**config.mk**
```make
export PLATFORM = sky130hd
export DESIGN_NAME = msb_pos_serializer
export DESIGN_NICKNAME = d
export VERILOG_FILES = /design/src/rtl/msb_pos_serializer.sv
export SDC_FILE = /design/constraint.sdc
export NUM_CORES = 1
export LEC_CHECK = 0
export CORE_AREA = 2 2 46 48
export DETAILED_ROUTE_END_ITERATION = 12
export DIE_AREA = 0 0 48 50
export DONT_BUFFER_PORTS = 1
export MAX_ROUTING_LAYER = met4
export RECOVER_POWER = 25
export SKIP_LAST_GASP = 1
export SLEW_MARGIN = 20
export SYNTH_ARGS = -nofsm -noshare
export SYNTH_HDL_FRONTEND = slang
export SYNTH_SLANG_ARGS = --single-unit
```
**constraint.sdc**
```tcl
create_clock -name clk -period 2.1 [get_ports clk]
set_clock_uncertainty 0.2 [all_clocks]
set_input_delay 0.315 -clock clk [delete_from_list [all_inputs] [get_ports clk]]
set_output_delay 0.315 -clock clk [all_outputs]
set_load 0.01 [all_outputs]
```
**src/rtl/msb_pos_serializer.sv**
```systemverilog
// Serialises the set-bit positions of an 8-bit word, highest first, emitting at
// most MAX_POS beats per word; lower set bits beyond that limit are dropped.
module msb_pos_serializer #(
  parameter int MAX_POS = 3
) (
  input  logic       clk,
  input  logic       rst_n,
  input  logic [7:0] in_data,
  input  logic       in_valid,
  output logic       in_ready,
  output logic [2:0] out_pos,
  output logic [2:0] out_idx,
  output logic       out_last,
  output logic       out_valid,
  input  logic       out_ready,
  output logic       busy
);

  localparam logic [0:0] IDLE = 1'b0;
  localparam logic [0:0] EMIT = 1'b1;

  logic [0:0] state;
  logic [7:0] residual;
  logic [2:0] rank;

  logic [2:0] top_pos;
  logic       one_left;
  logic       at_limit;
  logic       beat_last;

  // Lowest-to-highest scan so the final write wins with the highest set bit.
  always_comb begin
    top_pos = '0;
    for (int unsigned i = 0; i < 8; i++) begin
      if (residual[i]) top_pos = 3'(i);
    end
  end

  assign one_left  = ((residual & (residual - 8'd1)) == 8'd0);
  assign at_limit  = (rank == 3'(MAX_POS - 1));
  assign beat_last = one_left || at_limit;

  always_comb begin
    in_ready  = (state == IDLE);
    busy      = (state == EMIT);
    out_valid = (state == EMIT);
    out_pos   = '0;
    out_idx   = '0;
    out_last  = 1'b0;
    if (state == EMIT) begin
      out_pos  = top_pos;
      out_idx  = rank;
      out_last = beat_last;
    end
  end

  always_ff @(posedge clk) begin
    if (!rst_n) begin
      state    <= IDLE;
      residual <= '0;
      rank     <= '0;
    end else begin
      case (state)
        IDLE: begin
          // A zero word is consumed without leaving IDLE.
          if (in_valid && in_data != 8'd0) begin
            residual <= in_data;
            rank     <= '0;
            state    <= EMIT;
          end
        end
        EMIT: begin
          if (out_ready) begin
            residual[top_pos] <= 1'b0;
            rank              <= rank + 3'd1;
            if (beat_last) state <= IDLE;
          end
        end
        default: state <= IDLE;
      endcase
    end
  end

endmodule

```
==> results.toml <==
[run_status]
status = "complete, no violations"

[layout]
nNetsFinal = 114
final_area_um2 = 809.5
diodes = 0
final-instance-count-excl-fill = 125
layout-drive-gt1-share_pct = 13.27
area_growth_pct = 13.71

[global_route]
grt_pass1_vias = 719
gr-total-overflow = 0
grt_usage_pct = 18.71
grt_max_degree = 12
antenna_found_initial = 0
grt_pass1_wl_mm = 3.201

[placed_design]
pre_cts_slack_ns = 0.2450
port_buffers = 0
dp_cells = 118
hpwl_mm = 1.331
gp_congestion = 0.8093
postPlaceCellArea_um2 = 740.7

[routing]
drt_iter0_drc = 18
via_count = 737
drt_pass1_iterations = 4
dr.max_layer_used = "met4"
drt-met1-wl_um = 797
vias_per_cell = 5.896
wl_met2_um = 893
route.detailed.drc = 0
antenna_left = 0
routedWlPerCell_um = 14.80
dr_wl_met3_um = 138
drt-total-wl_mm = 1.850

[sta]
max_freq_mhz = 503.7
finalSetupViolations = 0
max_slew_margin_pct = 69.92
tns_ns = 0
period_needed_ns = 1.985
hold_violations = 0
worst_pin_slew_ns = 0.4512
setup_slack_ns = 0.1148
rsz0062_at_grt = "no"
post-route-period-util_pct = 94.53
drv_slew = 0

[setup_path]
cp.required_ns = 1.58
end_kind = "primary output"
reg2reg_to = "residual[3]$_SDFFE_PN0P_"
critical_path.startpoint_type = "flip-flop"
worstRegToRegCells = 3
path_max_fanout = 5
r2r_setup_slack_ns = 0.34
r2r-start = "busy$_SDFF_PN0_"
critPathKind = "reg -> out"
cp.arrival_ns = 1.47

[floorplan]
ios = 22
die_h_um = 50
die_x_um = 48
fp.coreArea_um2 = 1902
std_cell_rows = 16
die_area_um2 = 2400
initial_core_util_pct = 37.43

[power_and_ir_drop]
powerDensity_nw_per_um2 = 666.7
comb_power_share_pct = 24.6
sw_frac_of_total_pct = 33.31
leakage_nw = 0.3017
power.internal_mw = 0.3599
seqPwrFrac_pct = 49.4
power.switching_mw = 0.1798
power_mw = 0.5397
vdd_drop_max_mv = 0.3092
p_clk_share_pct = 26.1

[clock_tree]
htree_levels = 1
cts_tree = "built"
clockBufferDepth = 2
cts-buffers-inserted = 3
clock-root-buffer = "clkbuf_4"
clk_pin_slew_worst_paths_ns = 0.07
clock-sinks = 12
worstSkewPairLatency_ns = 0.27
post_cts_buffers = 0

[logic_synthesis]
yosysSeqAreaShare_pct = 33.74
synth_ff_type = "dfxtp_1"
ys_types = 29
synth_edf_count = 0
synth_nets = 106
avgSynthCellArea_um2 = 7.738
ys_async_sr_fraction_pct = 0
ys_seq_elements = 12
netlist_area_um2 = 711.9
syn_inst = 92
yosys_warnings = 0

[hold_path]
worstHoldPathCells = 2
hp-class = "in -> reg"
holdPathEnd = "residual[5]$_SDFFE_PN0P_"
hold_start = "in_data[5]"

[job]
cap_violations = 0
==> Yosys cell counts, drive strengths merged (3+ instances only) <==
library cell  count  area share, %
a21oi            13            9.1
a311oi            4            4.9
a31oi             3            2.6
buf               3            3.3
dfxtp            12             34
inv               5            2.6
nand2            11            6.2
nand3             5            4.2
nor2             10            5.3
nor2b             3            2.6
o21ai             6            5.3
==> cells in the final DEF, fill, tap and decap left out, drive strengths merged <==
cell type and instances:
buf 2, dfxtp 12, o211ai 1, nand3 5
nor2b 3, o32ai 1, ha 2, a311oi 4
or3 1, and3 1, or4 2, o211a 1
inv 5, a31oi 3, nand2 11, a22oi 2
dlygate4sd3 4, a32oi 1, o21ai 6, and2 2
a21oi 13, o21bai 1, xnor2 1, nor2 10
clkbuf 4
==> critical path: stages, from the launching register on <==
cell and delay (ns):
dfxtp_1 0.35, nor2_4 0.17, nand2_2 0.08, o32ai_1 0.23, a31oi_1 0.15, nor2_1 0.22
==> state kept, by name (all words and copies together) (netlist names) <==
name / flops
busy: 1
rank: 3
residual: 8
==> worst max-delay path by stage <==
stage / start / endpoint / cells past startpoint
5_1_grt: residual[4]$_SDFFE_PN0P_ / out_last / 5
6_report: residual[4]$_SDFFE_PN0P_ / out_last / 5
3_3_place_gp: in_data[2] / residual[2]$_SDFFE_PN0P_ / 4
3_5_place_dp: in_data[2] / residual[4]$_SDFFE_PN0P_ / 5
2_1_floorplan: in_data[2] / residual[1]$_SDFFE_PN0P_ / 5
4_1_cts: residual[4]$_SDFFE_PN0P_ / out_last / 5
==> metal layers <==
layer / vias up / track usage, %
met2: 27 / 28.00
met1: 360 / 24.44
li1: 348 / -
met5: - / -
met3: 2 / 4.762
met4: 0 / 5.405
==> through the flow <==
stage	hold slack [ns]	utilization, %
finish	0.004570	42.57
global route	0.008612	42.57
CTS	0.003295	42.37
detailed placement	0.2522	38.95
global placement	0.2510	38.95
floorplan	0.2475	-
==> power by group through the flow <==
| stage | Combinational [mW] | Clock, mW | Sequential, mW |
|---|---|---|---|
| after global routing | 0.147 | 0.153 | 0.269 |
| after detailed placement | 0.124 | 0 | 0.269 |
| final | 0.133 | 0.141 | 0.266 |
| after floorplan | 0.106 | 0 | 0.262 |
| after CTS | 0.133 | 0.143 | 0.264 |
| after global placement | 0.123 | 0 | 0.269 |
==> cell type report <==
type / count / area, um^2
Tap cell: 27 / 33.78
Fill cell: 191 / 1092
Clock buffer: 3 / 22.52
Sequential cell: 12 / 240.2
Timing Repair Buffer: 7 / 58.81
Multi-Input combinational cell: 71 / 435.4
Inverter: 5 / 18.77
==> cells by family (layout without fill, tap and decap cells) <==
kind of cell | after synthesis | count (layout) | synth area share [%]
AO/OA/AOI/OAI | 33 | 33 | 30.05
XOR/XNOR | 1 | 1 | 1.230
adder cells (fa/ha/maj) | 2 | 2 | 3.514
buffers and inverters | 9 | 15 | 6.502
flip-flops | 12 | 12 | 33.74
AND/OR/NAND/NOR | 35 | 35 | 24.96
==> timing repair <==
action,CTS,global route
hold buffers,4,0
pin swaps,0,1
cloned,0,0
gates resized for setup,1,2
setup endpoints to repair,1,1
hold endpoints to repair,5,0
Note: power is estimated with default switching activity, not from simulation.
